`src/rtl/fetch_queue_pkg.sv`:
```
// fetch_queue_wires: shared types for the instruction fetch queue and its storage.
// Latency: n/a (types and constants only).
// Backpressure: n/a.
// Contents: entry_t (49-bit stored halfword), ram_wr_t (one write slot),
// ram_rd_t (head / head+1 read pair), NOP_INSTR, is_compressed().
package fetch_queue_wires;

  localparam logic [31:0] NOP_INSTR = 32'h0000_0013;

  // One stored halfword: its byte address, the bus error of its fetch word, the data.
  typedef struct packed {
    logic [31:0] pc;
    logic        error;
    logic [15:0] data;
  } entry_t;

  // Write slot j lands at queue index wr_base + j when en is set.
  typedef struct packed {
    logic   en;
    entry_t entry;
  } ram_wr_t;

  // Asynchronous read pair: entries at head and head+1.
  typedef struct packed {
    entry_t head;
    entry_t next;
  } ram_rd_t;

  function automatic logic is_compressed(input logic [15:0] hw);
    return hw[1:0] != 2'b11;
  endfunction

endpackage

```
`src/rtl/fetch_queue_ram.sv`:
```
// fetch_queue_ram: halfword storage split into LANES banks of DEPTH/LANES rows.
// Latency: writes land at the clock edge; both reads are combinational.
// Backpressure: none, the caller only enables slots it has room for.
// Ports: clock; wr_base (queue index of slot 0), wr_slot (LANES packed slots);
//        rd_idx (queue index of head); rd (entries at head and head+1).
module fetch_queue_ram
  import fetch_queue_wires::*;
#(
  parameter int LANES = 2,
  parameter int DEPTH = 8
) (
  input  logic                              clock,
  input  logic [$clog2(DEPTH)-1:0]          wr_base,
  input  ram_wr_t [LANES-1:0]               wr_slot,
  input  logic [$clog2(DEPTH)-1:0]          rd_idx,
  output ram_rd_t                           rd
);

  localparam int AW   = $clog2(DEPTH);
  localparam int LW   = $clog2(LANES);
  localparam int ROWS = DEPTH / LANES;
  localparam int RW   = $clog2(ROWS);

  // Queue index i lives in bank i[LW-1:0], row i[AW-1:LW].
  logic [AW-1:0]        n_idx;
  logic [LW-1:0]        h_bank, n_bank;
  logic [RW-1:0]        h_row, n_row;
  entry_t [LANES-1:0]   bank_q;

  assign n_idx  = rd_idx + AW'(1);
  assign h_bank = rd_idx[LW-1:0];
  assign h_row  = rd_idx[AW-1:LW];
  assign n_bank = n_idx[LW-1:0];
  assign n_row  = n_idx[AW-1:LW];

  for (genvar b = 0; b < LANES; b++) begin : g_bank
    entry_t        mem [ROWS];
    logic [LW-1:0] slot;
    logic [RW-1:0] wr_row;

    // Consecutive slots hit consecutive banks, so each bank sees exactly one slot.
    assign slot   = LW'(b) - wr_base[LW-1:0];
    assign wr_row = RW'((wr_base + AW'(slot)) >> LW);

    always_ff @(posedge clock) begin
      if (wr_slot[slot].en) begin
        mem[wr_row] <= wr_slot[slot].entry;
      end
    end

    // head and head+1 are always in different banks, so one read port per bank suffices.
    assign bank_q[b] = mem[(h_bank == LW'(b)) ? h_row : n_row];
  end

  assign rd.head = bank_q[h_bank];
  assign rd.next = bank_q[n_bank];

endmodule

```
`src/rtl/fetch_queue.sv`:
```
// fetch_queue: realigns fetch words into a stream of 16/32-bit instructions.
// Latency: 1 cycle from last halfword written to out_valid (0 with FETCH_QUEUE_BYPASS_EN).
// Backpressure: in_ready is registered and drops when fewer than LANES entries are free.
// Macro: FETCH_QUEUE_BYPASS_EN feeds head/head+1 from the incoming word when storage is short.
// Ports: clock, reset (sync, active-low), clear/offset (redirect flush + first-word skip),
//        in_* fetch word handshake, out_* instruction handshake, level (halfwords stored).
module fetch_queue
  import fetch_queue_wires::*;
#(
  parameter int LANES = 2,
  parameter int DEPTH = 8
) (
  input  logic                        clock,
  input  logic                        reset,
  input  logic                        clear,
  input  logic [$clog2(LANES)-1:0]    offset,
  input  logic                        in_valid,
  output logic                        in_ready,
  input  logic [31:0]                 in_pc,
  input  logic [16*LANES-1:0]         in_data,
  input  logic                        in_error,
  output logic                        out_valid,
  input  logic                        out_ready,
  output logic [31:0]                 out_pc,
  output logic [31:0]                 out_instr,
  output logic                        out_error,
  output logic [$clog2(DEPTH):0]      level
);

  localparam int AW = $clog2(DEPTH);
  localparam int PW = AW + 1;
  localparam int LW = $clog2(LANES);

  logic [PW-1:0]        wptr, rptr, level_next, n_wr, n_rd, avail;
  logic                 skip_pending;
  logic [LW-1:0]        skip_q, skip;
  logic                 in_ready_q;
  logic                 wr_acc, rd_acc;
  ram_wr_t [LANES-1:0]  wr_slot;
  ram_rd_t              rd;
  entry_t               head_e, next_e;
  logic                 head_c;

  assign level    = wptr - rptr;
  assign in_ready = in_ready_q;
  assign skip     = skip_pending ? skip_q : '0;
  assign wr_acc   = in_valid & in_ready_q & ~clear;
  assign n_wr     = wr_acc ? (PW'(LANES) - PW'(skip)) : '0;

  // Compact the surviving lanes (skip..LANES-1) down to slots 0..LANES-1-skip.
  always_comb begin
    for (int j = 0; j < LANES; j++) begin
      wr_slot[j] = '0;
      if (j + int'(skip) < LANES) begin
        wr_slot[j].en          = wr_acc;
        wr_slot[j].entry.pc    = in_pc + 32'((j + int'(skip)) * 2);
        wr_slot[j].entry.error = in_error;
        wr_slot[j].entry.data  = in_data[16*(j + int'(skip)) +: 16];
      end
    end
  end

  fetch_queue_ram #(
    .LANES (LANES),
    .DEPTH (DEPTH)
  ) u_ram (
    .clock   (clock),
    .wr_base (wptr[AW-1:0]),
    .wr_slot (wr_slot),
    .rd_idx  (rptr[AW-1:0]),
    .rd      (rd)
  );

`ifdef FETCH_QUEUE_BYPASS_EN
  // Halfwords still in flight count as available; the missing ones come from the
  // compacted incoming slots in queue order.
  assign avail  = level + n_wr;
  assign head_e = (level != '0) ? rd.head : wr_slot[0].entry;
  assign next_e = (level >= PW'(2)) ? rd.next :
                  (level == PW'(1)) ? wr_slot[0].entry : wr_slot[1].entry;
`else
  assign avail  = level;
  assign head_e = rd.head;
  assign next_e = rd.next;
`endif

  assign head_c    = is_compressed(head_e.data);
  assign out_valid = head_c ? (avail >= PW'(1)) : (avail >= PW'(2));
  assign rd_acc    = out_valid & out_ready & ~clear;
  assign n_rd      = rd_acc ? (head_c ? PW'(1) : PW'(2)) : '0;

  assign level_next = clear ? '0 : (level + n_wr - n_rd);

  always_comb begin
    out_pc    = '0;
    out_instr = NOP_INSTR;
    out_error = 1'b0;
    if (out_valid) begin
      out_pc    = head_e.pc;
      out_instr = head_c ? {16'h0000, head_e.data} : {next_e.data, head_e.data};
      out_error = head_e.error | (~head_c & next_e.error);
    end
  end

  always_ff @(posedge clock) begin
    if (!reset) begin
      wptr         <= '0;
      rptr         <= '0;
      skip_pending <= 1'b0;
      skip_q       <= '0;
      in_ready_q   <= 1'b1;
    end else if (clear) begin
      wptr         <= '0;
      rptr         <= '0;
      skip_pending <= 1'b1;
      skip_q       <= offset;
      in_ready_q   <= 1'b1;
    end else begin
      wptr       <= wptr + n_wr;
      rptr       <= rptr + n_rd;
      in_ready_q <= (PW'(DEPTH) - level_next) >= PW'(LANES);
      if (wr_acc) begin
        skip_pending <= 1'b0;
      end
    end
  end

endmodule
```
`config.mk`:
```
export PLATFORM = sky130hd
export DESIGN_NAME = fetch_queue
export DESIGN_NICKNAME = d
export VERILOG_FILES = /design/src/rtl/fetch_queue_pkg.sv /design/src/rtl/fetch_queue_ram.sv /design/src/rtl/fetch_queue.sv
export SDC_FILE = /design/constraint.sdc
export NUM_CORES = 1
export LEC_CHECK = 0
export ABC_AREA = 1
export CORE_MARGIN = 2
export CORE_UTILIZATION = 45
export DETAILED_ROUTE_END_ITERATION = 10
export GPL_TIMING_DRIVEN = 1
export PLACE_DENSITY_LB_ADDON = 0.15
export SLEW_MARGIN = 0
export SYNTH_ARGS = -nofsm -noshare
export SYNTH_HDL_FRONTEND = slang
export SYNTH_SLANG_ARGS = --single-unit
```
`constraint.sdc`:
```
create_clock -name clock -period 6.35 [get_ports clock]
set_input_delay 0.635 -clock clock [delete_from_list [all_inputs] [get_ports clock]]
set_output_delay 0.635 -clock clock [all_outputs]
set_load 0.05 [all_outputs]
```
### Word level (Yosys, flattened, before mapping)

Memories as Yosys holds them, arrays and structs flattened.
Index checks and enable logic that the tools add are counted.

| storage, ports and cells | value |
|---|---|
| bits in registers | 11 |
| RAM bits | 392 |
| input bits | 71 |
| word-level logic and storage cells | 73 |
| memories kept | 2 |

| operators by class | value |
|---|---|
| add/subtract/negate cells | 15 |
| $lt $le $gt $ge | 9 |
| eq/ne operators | 1 |
| shift operators | 2 |
| mux-type cells | 28 |
| bitwise operators | 9 |
| reduce and logical (&&, ||, !) cells | 2 |

Memories:

| name | depth | width | rd ports | clocked after Yosys merged registers in | write ports | RTL line | RTL |
|---|---|---|---|---|---|---|---|
| u_ram.g_bank[0].mem | 4 | 49 | 1 | 0 | 1 | fetch_queue_ram.sv:37 | `entry_t mem [ROWS];` |
| u_ram.g_bank[1].mem | 4 | 49 | 1 | 0 | 1 | fetch_queue_ram.sv:37 |  |

Operator list:

| cell | count |
|---|---|
| 50-bit two-way mux | 6 |
| 49-bit two-way mux | 2 |
| 32-bit two-way mux | 3 |
| 17-bit two-way mux | 2 |
| 32-bit by 2-bit adder with 32-bit output | 1 |
| 32-bit adder | 1 |
| 32-bit by 3-bit less-than comparator with 1-bit output (second input constant) | 1 |
| 32-bit by 6-bit indexed part select with 16-bit output | 1 |
| 32-bit by 7-bit indexed part select with 16-bit output | 1 |
| 1-bit by 2-bit less-than comparator with 1-bit output (second input constant) | 5 |
| 1-bit two-way mux | 9 |
| 4-bit adder | 2 |
| 4-bit by 2-bit >= comparator with 1-bit output (second input constant) | 2 |
| 2-bit two-way mux | 4 |
| 4-bit two-way mux | 2 |
| 3-bit by 1-bit adder with 3-bit output | 2 |
| 1-bit bitwise AND | 5 |
| 4-bit by 2-bit adder with 4-bit output | 1 |
| 4-bit by 1-bit >= comparator with 1-bit output (second input constant) | 1 |
| 4-bit by 2-bit subtractor with 4-bit output | 1 |
| 4-bit subtractor | 1 |
| 4-bit subtractor (first input constant) | 1 |
| 3-bit by 1-bit adder with 3-bit output (second input constant) | 1 |
| 1-bit NOT | 3 |
| 7 further kinds | 8 |

### Depth between registers and ports, before layout

An unclocked memory read counts as a cell.

| depth | value |
|---|---|
| depth after elaboration | 14 |
| gate-level depth with buffers | 28 |
| depth with buffers taken out | 25 |

### By module

Synthesis repeated with hierarchy kept, for this count alone.

| second synthesis, totals | value |
|---|---|
| cell total of the unflattened synthesis | 2595 |
| area total of the unflattened synthesis | 21839.7 um^2 |

Modules (own cells, without submodules):

| module | times used | cells an instance | area an instance (um^2) | sequential area each (um^2) |
|---|---|---|---|---|
| fetch_queue_ram | 1 | 1967 | 18571.6 | 11771.3 |
| fetch_queue | 1 | 628 | 3268.1 | 220.2 |

### Worst setup path before layout

Ideal clock, no wire load.

| timing path | value |
|---|---|
| kind | register -> output |
| from | register wptr[0] |
| to | output port out_instr[16] |
| arrival | 4.825 ns |
| required time | 5.715 ns |
| slack | 0.890 ns |
| cell stages (with the launch flop) | 17 |
| buffers on the path | 4 |
| cells stage by stage | dfxtp_1 > clkbuf_1 > inv_1 > clkbuf_1 > clkbuf_1 > ha_1 > inv_1 > fa_1 > xor2_1 > inv_1 > ha_1 > nand2_1 > inv_1 > nand2_4 > inv_2 > buf_6 > nor4_1 |

| on the way | value |
|---|---|
| word-level cells in the longest chain between the ends | 4 |
| elaborated cells on any way between the ends | 5 |
| classes of those cells | add/sub (1); order compare (2); mux (2) |

Ends and longest elaborated chain:

| item | RTL line | RTL |
|---|---|---|
| start: declaration | fetch_queue.sv:34 | `logic [PW-1:0] wptr, rptr, level_next, n_wr, n_rd, avail;` |
| start signal: assignment | fetch_queue.sv:119 | `wptr <= wptr + n_wr;` |
| 4-bit subtractor * | fetch_queue.sv:44 | `assign level = wptr - rptr;` |
| via level[2] | fetch_queue.sv:27 | `output logic [$clog2(DEPTH):0] level` |
| 4-bit by 2-bit >= comparator with 1-bit output or 4-bit by 1-bit >= comparator with 1-bit output (tied branches) | fetch_queue.sv:88 | `assign out_valid = head_c ? (avail >= PW'(1)) : (avail >= PW'(2));` |
| 1-bit two-way mux * | fetch_queue.sv:88 |  |
| 32-bit two-way mux * | fetch_queue.sv:98 | `if (out_valid) begin` |
| end: declaration | fetch_queue.sv:25 | `output logic [31:0] out_instr,` |

The timed path passes the listed nets; every way through them passes the cells marked *.

### Worst setup path after layout

| timing path | value |
|---|---|
| from | register rptr[0] |
| to | output port out_pc[29] |

| on the way | value |
|---|---|
| word-level cells in the longest chain between the ends | 8 |
| elaborated cells on any way between the ends | 13 |
| classes of those cells | add/sub (2); order compare (2); eq/ne (1); mux (6); memory (2) |

Ends and longest elaborated chain:

| item | RTL line | RTL |
|---|---|---|
| start: declaration | fetch_queue.sv:34 |  |
| start signal: assignment | fetch_queue.sv:120 | `rptr <= rptr + n_rd;` |
| 3-bit by 1-bit adder with 3-bit output | fetch_queue_ram.sv:30 | `assign n_idx = rd_idx + AW'(1);` |
| 2-bit two-way mux | fetch_queue_ram.sv:52 | `assign bank_q[b] = mem[(h_bank == LW'(b)) ? h_row : n_row];` |
| memory 4 x 49 bit | - |  |
| 49-bit two-way mux (implied by the code) (2 in series) | fetch_queue_ram.sv:55 | `assign rd.head = bank_q[h_bank];` |
| 2-bit inequality test | fetch_queue_pkg.sv:30 | `return hw[1:0] != 2'b11;` |
| 1-bit two-way mux | fetch_queue.sv:88 |  |
| 32-bit two-way mux * | fetch_queue.sv:98 |  |
| end: declaration | fetch_queue.sv:24 | `output logic [31:0] out_pc,` |

Every way passes the cells marked *; elsewhere a longest branch is shown, timed or not. The select of a mux whose other input is x is not followed.

==> results.cfg <==
[sta]
slew_viol_final = 0
fin_crit_sh_pct = 86.28
slew_headroom_pct = 23.93
fmax_ghz = 0.1825
finalSetupViolCount = 0
finalClockSkew_ns = 0.01281
worst_pin_slew_ns = 1.135
grt_setup_unrepaired = no
tns_ns = 0
period_minus_slack_ns = 5.479
hold_violations = 0

[synth]
synth_warnings = 0
syn_nets = 1994
synth_cell_types = 44
synth_area_leaders = edfxtp_1, nand2_1, inv_1, o21ai_0, o211ai_1
synth_edf_count = 392
synth_top_area_share_pct = 59.65
synth_top_area_cell = edfxtp_1
synth_common_cells = edfxtp_1, nand2_1, inv_1
synth.cell_area_um2 = 19740
ys_seq_elements = 403
yosysSeqAreaShare_pct = 60.76
syn_avg_cell_area_um2 = 10.41
synthFlopType = edfxtp_1
synth_cells = 1896
synth.most_common_cell = edfxtp_1
async_flop_share_pct = 0

[grt]
grt_remaining_overflow = 0
antenna_found_initial = 0
grt_pass1_vias = 13630
track_usage_pct = 23.76
grt_pass1_wl_um = 80920
grt_max_degree = 150

[final_layout]
stdcell_area_um2 = 22950
fin_nets = 2100
n_fill_cell = 3812
final_cells = 2613
area_delta_synth_final_pct = 16.31
antennaDiodeCount = 0
drive_above_1_share_pct = 7.199
regArea_um2 = 12000
multi_input_area_um2 = 6447

[die]
start_util_pct = 45.71
ios = 142
die_w_um = 213.4
rows = 76
coreArea_um2 = 43170
floorplan.die_area_um2 = 45550
die_h_um = 213.4

[power]
peakVddDrop_uv = 174.7
seqPwrFrac_pct = 50.1
swShare_pct = 24.52
leakage_nw = 8.582
combPwrFrac_pct = 11.0
power.switching_w = 0.001468
powerDensity_nw_per_um2 = 260.9
pwr-share-clk_pct = 38.9
power.internal_w = 0.004521

[worst_setup_path]
crit_path_max_incr_delay_ns = 0.78
worstSetupStartpointType = flip-flop
cp_common_cell = buf_4
reg2reg_slack_ns = 1.44
slowest_stage = clkdlybuf4s50_1
cp.arrival_ns = 4.84
crit_family = buffers and inverters
crit_type = flip-flop to output pin
crit_buf_inv = 6
worstPathRequired_ns = 5.71
crit_path_end_kind = output pin
path_cells = inv_2 > buf_4 > nand2_1 > nand2_4 > buf_4 > inv_1 > buf_4 > o211ai_1 > a31oi_1 > clkdlybuf4s50_1
worstPathMaxFanout = 69

[detailed_routing]
drt_iter0_drc = 1204
ant_nets = 0
wire_per_inst_um = 20.35
via_count = 14300
routed_wl_um = 53170
drc = 0
first_pass_iters = 6
via_per_inst = 5.472

[placed_design]
dpl_cell_area_um2 = 21680
port_buffers = 141
dp.cells = 2541
gp_congestion = 0.9174
dp_hpwl_um = 33210

[outcome]
outcome = completed

[clock_network]
cts_tree = yes
clock_latency_ns = 0.56
post-cts-setup-buffers = 0
cts_sinks = 403
clk_path_buf_depth = 3
cts-resized-gates = 0
numCtsBuffers = 44
clkTransAtPathRegs_ns = 0.06
ctsHoldBuffers = 0
cts_root_buf = clkbuf_16
cts-htree-levels = 2

[worst_hold_path]
hold_path_class = flip-flop to flip-flop

[flow_run]
cap_violations = 0
[path summary, 6_finish.rpt]
| path | from | end | cells past startpoint |
|---|---|---|---|
| worst max-delay path | rptr[0] | out_pc[29] | 10 |
| worst max register to register | rptr[0] | in_ready | 21 |
| worst min register to register | wptr[3] | wptr[3] | 1 |
| worst min-delay path | wptr[3] | wptr[3] | 1 |
[worst reg2reg max path, stage by stage, from the launching register on]
cell      delay, ns
dfxtp_2        0.47
inv_2          0.15
buf_4          0.70
nand2_1        0.31
nand2_4        0.29
nand2_1        0.11
nand3_1        0.08
nand2_1        0.10
nand2_2        0.10
nand2_2        0.07
nand2_4        0.12
inv_2          0.16
nor3_1         0.16
nand2_1        0.15
fa_1           0.54
fa_1           0.48
nand2_1        0.10
inv_1          0.06
ha_1           0.27
nand4_1        0.09
a211oi_1       0.17
o21ai_0        0.10
[cell usage in the layout (no fill, tap or decap), types with 29 or more instances in the layout]
cell type | Yosys | final
nand2_1 | 373 | 373
a211oi_1 | 39 | 39
clkbuf_16 | 0 | 45
nand3_1 | 42 | 42
o311ai_0 | 32 | 32
buf_4 | 2 | 29
a31oi_1 | 45 | 45
nor3_1 | 52 | 44
xor2_1 | 31 | 31
nor2_1 | 150 | 150
inv_1 | 217 | 215
clkdlybuf4s50_1 | 0 | 141
edfxtp_1 | 392 | 392
o211ai_1 | 99 | 99
o21ai_0 | 150 | 150
[stage by stage]
step                      hold slack (ns)  power (W)  setup WS, ns  util (%)
after global routing               0.5267   0.006190        0.6578     53.17
after floorplan                    0.4426   0.003479        0.8905         -
final                              0.4920   0.005989        0.8711     53.17
after detailed placement           0.4682   0.003713         1.438     50.22
after CTS                          0.4848   0.006025        0.8849     53.17
after global placement             0.4589   0.003705         1.553     50.22
[routing by layer]
| metal | vias to the layer above | global-route usage, % | part of all wire [%] | routed length [µm] |
|---|---|---|---|---|
| met1 | 6919 | 33.71 | 46 | 24220 |
| met5 | - | 0 | 0 | 0 |
| met4 | 0 | 7.112 | 2.5 | 1315 |
| met3 | 87 | 3.295 | 6.2 | 3276 |
| met2 | 438 | 38.20 | 46 | 24350 |
| li1 | 6855 | - | - | - |
[cells by family after synthesis]
logic type | synth area share (%)
compound gates | 12.94
xor+xnor | 1.598
fa+ha+maj | 1.940
buf+inv | 6.847
flops | 60.76
mux | 2.282
simple gates | 13.63
[final cells by class]
cell class | instances | area share (%)
inverter | 223 | 3.647
tap | 585 | 3.189
clock buffer | 52 | 5.020
clock inverter | 20 | 0.5233
multi-input combinational | 1158 | 28.09
sequential | 403 | 52.26
timing repair buffer | 172 | 7.271
[sequential cells by signal, indices dropped and copies added, names as in the netlist]
name	count
skip_q	1
u_ram.g_bank.mem	392
wptr	4
rptr	4
in_ready	1
skip_pending	1
[power groups by stage]
stage / sequential [W] / combinational [W] / clock, W
floorplan: 0.00306 / 0.000419 / 0
detailed placement: 0.00306 / 0.000656 / 0
CTS: 0.00300 / 0.000659 / 0.00236
global route: 0.00301 / 0.000714 / 0.00247
finish: 0.00300 / 0.000656 / 0.00233
global placement: 0.00306 / 0.000649 / 0
Note: power is estimated with default switching activity, not from simulation.
